<file path="src/rtl/uart_pkg.sv">
// Shared UART definitions: FSM state encodings, frame width and bit-period derivation.
// Used by both uart_tx and uart_rx so both ends agree on framing.
package uart_pkg;

    localparam int DATA_BITS = 8;

    typedef enum logic [2:0] {
        ST_IDLE   = 3'd0,
        ST_START  = 3'd1,
        ST_DATA   = 3'd2,
        ST_PARITY = 3'd3,
        ST_STOP   = 3'd4
    } uart_state_t;

    // Truncating divide: any fractional remainder becomes baud-rate error.
    function automatic int clks_per_bit(input int clock_frequency, input int baud_rate);
        return clock_frequency / baud_rate;
    endfunction

endpackage

</file>
<file path="src/rtl/uart_baud_tick.sv">
// Free-running bit-period counter for the UART; cleared when a frame is accepted,
// emits a one-cycle tick on the last cycle of every bit period.
module uart_baud_tick #(
    parameter int CLKS_PER_BIT = 1250
) (
    input  logic clk,
    input  logic rst,
    input  logic clear,
    output logic tick
);

    localparam int CNT_W = $clog2(CLKS_PER_BIT);

    generate
        if (CLKS_PER_BIT < 2) begin : g_bad_rate
            $error("uart_baud_tick: CLKS_PER_BIT must be at least 2");
        end
    endgenerate

    logic [CNT_W-1:0] cnt;

    assign tick = (cnt == CNT_W'(CLKS_PER_BIT - 1));

    always_ff @(posedge clk or posedge rst) begin
        if (rst) begin
            cnt <= '0;
        end else if (clear || tick) begin
            cnt <= '0;
        end else begin
            cnt <= cnt + 1'b1;
        end
    end

endmodule

</file>
<file path="src/rtl/uart_tx.sv">
// 8N1 UART transmitter, LSB first, registered outputs.
// Define UART_TX_PARITY_EN to insert an even-parity bit between data and stop.
module uart_tx
    import uart_pkg::*;
#(
    parameter int CLOCK_FREQUENCY = 12000000,
    parameter int BAUD_RATE       = 9600
) (
    input  logic       clk,
    input  logic       rst,
    input  logic [7:0] data,
    input  logic       start,
    output logic       tx,
    output logic       busy,
    output logic       done
);

    localparam int CLKS_PER_BIT = clks_per_bit(CLOCK_FREQUENCY, BAUD_RATE);

    uart_state_t          state, state_n;
    logic [DATA_BITS-1:0] shreg, shreg_n;
    logic [2:0]           idx, idx_n;
    logic                 tx_n, busy_n, done_n;
    logic                 clear;
    logic                 tick;
`ifdef UART_TX_PARITY_EN
    logic                 par, par_n;
`endif

    uart_baud_tick #(
        .CLKS_PER_BIT(CLKS_PER_BIT)
    ) u_baud (
        .clk  (clk),
        .rst  (rst),
        .clear(clear),
        .tick (tick)
    );

    always_ff @(posedge clk or posedge rst) begin
        if (rst) begin
            state <= ST_IDLE;
            shreg <= '0;
            idx   <= '0;
            tx    <= 1'b1;
            busy  <= 1'b0;
            done  <= 1'b0;
`ifdef UART_TX_PARITY_EN
            par   <= 1'b0;
`endif
        end else begin
            state <= state_n;
            shreg <= shreg_n;
            idx   <= idx_n;
            tx    <= tx_n;
            busy  <= busy_n;
            done  <= done_n;
`ifdef UART_TX_PARITY_EN
            par   <= par_n;
`endif
        end
    end

    // Next-state logic computes the value each output register takes at the coming edge.
    always_comb begin
        state_n = state;
        shreg_n = shreg;
        idx_n   = idx;
        tx_n    = tx;
        busy_n  = busy;
        done_n  = 1'b0;
        clear   = 1'b0;
`ifdef UART_TX_PARITY_EN
        par_n   = par;
`endif
        case (state)
            ST_IDLE: begin
                tx_n = 1'b1;
                if (start) begin
                    state_n = ST_START;
                    tx_n    = 1'b0;
                    busy_n  = 1'b1;
                    shreg_n = data;
                    idx_n   = '0;
                    clear   = 1'b1;
`ifdef UART_TX_PARITY_EN
                    par_n   = ^data;
`endif
                end
            end
            ST_START: begin
                if (tick) begin
                    state_n = ST_DATA;
                    tx_n    = shreg[0];
                    shreg_n = {1'b0, shreg[DATA_BITS-1:1]};
                    idx_n   = '0;
                end
            end
            ST_DATA: begin
                if (tick) begin
                    if (idx == 3'(DATA_BITS - 1)) begin
`ifdef UART_TX_PARITY_EN
                        state_n = ST_PARITY;
                        tx_n    = par;
`else
                        state_n = ST_STOP;
                        tx_n    = 1'b1;
`endif
                    end else begin
                        idx_n   = idx + 3'd1;
                        tx_n    = shreg[0];
                        shreg_n = {1'b0, shreg[DATA_BITS-1:1]};
                    end
                end
            end
`ifdef UART_TX_PARITY_EN
            ST_PARITY: begin
                if (tick) begin
                    state_n = ST_STOP;
                    tx_n    = 1'b1;
                end
            end
`endif
            ST_STOP: begin
                if (tick) begin
                    state_n = ST_IDLE;
                    tx_n    = 1'b1;
                    busy_n  = 1'b0;
                    done_n  = 1'b1;
                end
            end
            default: begin
                state_n = ST_IDLE;
                tx_n    = 1'b1;
                busy_n  = 1'b0;
            end
        endcase
    end

endmodule

</file>
<file path="config.mk">
export PLATFORM = sky130hd
export DESIGN_NAME = uart_tx
export DESIGN_NICKNAME = d
export VERILOG_FILES = /design/src/rtl/uart_pkg.sv /design/src/rtl/uart_baud_tick.sv /design/src/rtl/uart_tx.sv
export SDC_FILE = /design/constraint.sdc
export NUM_CORES = 1
export LEC_CHECK = 0
export ABC_AREA = 1
export CAP_MARGIN = 20
export CORE_MARGIN = 8
export CORE_UTILIZATION = 50
export CTS_CLUSTER_SIZE = 40
export DETAILED_ROUTE_END_ITERATION = 16
export GPL_TIMING_DRIVEN = 0
export PLACE_DENSITY = 0.71
export SETUP_SLACK_MARGIN = 0.15
export SYNTH_ARGS = -nofsm -noshare
export SYNTH_HDL_FRONTEND = slang
export SYNTH_SLANG_ARGS = --single-unit
</file>
<file path="constraint.sdc">
create_clock -name clk -period 1.9 [get_ports clk]
set_input_delay 0.38 -clock clk [delete_from_list [all_inputs] [get_ports clk]]
set_output_delay 0.38 -clock clk [all_outputs]
set_load 0.05 [all_outputs]
</file>
==> reports/qor.csv <==
stage,metric,value,unit
power,combinational fraction of design power,53.4,%
floorplanning,CORE AREA,0.00303,mm2
setup_path,"CP delay by family, top",buffers and inverters,
power,P_leak,0.916,nW
sta,# setup viols final,0,
logic_synthesis,syn_area_per_cell,7.91,um2
worst_hold_path,worst min path class,in2async,
sta,Max Clk Rate,0.618,GHz
route,Via density,5.24,
route,initial DRC count,98,
clock_network,total number of H-tree levels,1,
clock_network,Num Clock Sinks,28,
floorplanning,total die area,0.00518,mm2
sta,total negative slack,0,ns
sta,Final WS setup,0.283,ns
floorplanning,Die Wd,72.0,um
logic_synthesis,Synth Register Bits,28,
cells_and_area,final core occ,60.2,%
setup_path,arrival time worst endpoint,1.24,ns
logic_synthesis,Synth cell types,29,
logic_synthesis,post-synth top area share,43.2,%
sta,Slew Limit Fails,0,
setup_path,"Worst Path Class, Setup",reg2out,
floorplanning,Initial Util,51.7,%
power,clock share of power,10.9,%
cells_and_area,Nets,234,
logic_synthesis,Mapped Nets,213,
logic_synthesis,cells after synthesis,198,
logic_synthesis,Synth Area in XOR/XNOR,1.12,%
placement,Post-DP HPWL,2410,um
cells_and_area,post-route cell area,0.00182,mm2
route,WL final,3310,um
cells_and_area,post-route insts no fill,262,
logic_synthesis,Post-synth top flop,dfrtp_1,
floorplanning,IO Pins,14,
power,Seq pwr share,35.8,%
setup_path,CP Cell Sequence,dlygate4sd2_1,
grt,pin count of the biggest net entering global routing,29,
power,switching share of power,46.0,%
logic_synthesis,"area leader, netlist",dfrtp_1,
cells_and_area,"most common cell after layout, fill and taps aside",nand2_1,
logic_synthesis,Syn. warnings,0,
logic_synthesis,Synth Area in Compound Gates,3.68,%
clock_network,Clock Latency Late Sink,0.33,ns
clock_network,Root Driver,clkbuf_4,
placement,DP Worst Slack,0.178,ns
clock_network,clk slew on worst S/H paths,0.15,ns
setup_path,CP Capture Type,output port,
power,P per Cell Area,1490,mW/mm2
sta,Least-Margin Pin Slew,0.490,ns
grt,GRT Total Usage,13.7,%
clock_network,cts bufs inserted,3,
cells_and_area,Antenna diodes,0,
placement,# port buffers,13,
setup_path,slowest cell on the critical path,dlygate4sd2_1,
clock_network,Max Root-Sink Buffers,2,
setup_path,Worst Path Buf+Inv,1,
sta,RSZ-0062 raised after global routing,false,
floorplanning,Die H,72.0,um
cells_and_area,most frequent cells in the layout,"59 x nand2_1, 26 x dfrtp_1, 19 x inv_1, 19 x nor2_1, 17 x nand3_1",
sta,final worst path period share,85.1,%
route,drt first pass iters,4,
floorplanning,cell row count,20,
setup_path,Slowest Stage Delay on Critical Path,0.53,ns
cells_and_area,"Area growth, synth to finish",16.5,%
logic_synthesis,multiplexer share of the synthesized area,0,%
sta,Fin. Hold Viols,0,
power,peak supply drop,591,uV
placement,Post-DP Area,0.00175,mm2
cells_and_area,Fillers,275,
route,vias,1372,
outcome,status,completed,
logic_synthesis,area share of fa/ha/maj cells after synthesis,3.20,%
placement,GPL Wtd Cong,0.890,
sta,Setup Skew,0.00451,ns
grt,Overflow after GRT,0,
logic_synthesis,Mapped Area,0.00157,mm2
run,# Max-Cap Violations,0,
logic_synthesis,ys async rst share,100,%
clock_network,CTS tree,done,
grt,global-route wire length before repair,5790,um
route,Routed Antenna Nets,0,
placement,Placed Cells,255,
logic_synthesis,largest cells by area after synthesis,"dfrtp_1 43%, nand2_1 14%, nand3_1 5.4%",
grt,vias in the first global route,1342,
sta,post-layout minimum cycle time,1.62,ns
logic_synthesis,number of synthesized flops with an enable pin,0,
route,drt drc,0,
power,Int Power,1.46,mW
route,Routed WL per cell,12.6,um
logic_synthesis,simple-gate share of the synthesized area,39.4,%
setup_path,CP max FO,2,
setup_path,Startpoint Class,flop,
cells_and_area,layout cell share with drive strength beyond 1,12.4,%
sta,slew margin rel.,67.5,%
setup_path,WP data required,1.52,ns
logic_synthesis,largest family of logic cells by synthesized area,simple AND/OR/NAND/NOR gates,
power,Sw Pwr,1.25,mW
logic_synthesis,post-synthesis sequential area ratio,44.8,%
grt,initial antenna violation count,0,
[sequential cells by signal, summed over array words and instances, names as in the netlist]
| register | flops |
|---|---|
| u_baud.cnt | 11 |
| state | 3 |
| shreg | 8 |
| idx | 3 |
| done | 1 |
| busy | 1 |
| tx | 1 |
[layer usage]
layer	vias to the layer above	part of all wire (%)	track usage, %
met5	-	0	0
met4	0	1.5	6.58
met3	6	4.5	1.93
met2	33	47	21.5
met1	650	47	18.2
li1	683	-	-
[power by group through the flow]
stage	Clock (mW)	Combinational (mW)	Sequential (mW)
2_1_floorplan	0	1.05	1.01
3_3_place_gp	0	1.37	0.964
3_5_place_dp	0	1.43	0.977
4_1_cts	0.301	1.42	0.963
5_1_grt	0.316	1.65	1.00
6_report	0.295	1.45	0.969
[final cells by class]
type	instances	area, um2	share of cell area [%]
multi-input cells	145	742	40.7
flip-flops and latches	28	703	38.6
repair buffers	16	165	9.06
inverters	20	75.1	4.12
well taps	44	55.1	3.02
plain buffers	5	46.3	2.54
clock buffers	4	36.3	1.99
[metrics by stage]
stage / total power [mW] / hold WS, ns
2_1_floorplan: 2.06 / 0.442
3_3_place_gp: 2.34 / 0.455
3_5_place_dp: 2.41 / 0.467
4_1_cts: 2.68 / 0.488
5_1_grt: 2.97 / 0.333
6_report: 2.71 / 0.313
[final timing paths]
| check | slack (ns) | from | end | cells past startpoint |
|---|---|---|---|---|
| worst max-delay path | 0.28 | busy | busy | 1 |
| worst min-delay path | 0.31 | rst | u_baud.cnt[6] | 2 |
| worst max register to register | 0.32 | u_baud.cnt[1] | shreg[4] | 10 |
| worst min register to register | 0.49 | tx | tx | 2 |
| max in group asynchronous | 1.06 | rst | tx | 3 |
| min in group clk | 0.49 | tx | tx | 2 |
[logic make-up (layout without fill, tap and decap cells)]
family,after synthesis,in the layout
AND/OR/NAND/NOR,129,129
flip-flops,28,28
buffers and inverters,25,45
AO/OA/AOI/OAI,10,10
adder cells (fa/ha/maj),4,4
XOR/XNOR,2,2
[repair_timing]
action	in CTS	in global routing
gates resized for setup	3	3
hold buffers	0	0
setup endpoints to repair	3	2
setup buffers	0	2
pin swaps	0	0
[synthesized netlist by cell type (2+ instances only)]
library cell / n
a21oi_1: 4
buf_6: 3
dfrtp_1: 27
ha_1: 4
inv_1: 19
nand2_1: 59
nand2_2: 4
nand3_1: 17
nand3_2: 2
nand3b_1: 2
nand4_1: 13
nor2_1: 19
nor3_1: 6
nor3b_1: 2
o21ai_0: 2
xor2_1: 2
Power figures use the tool's default switching activity.
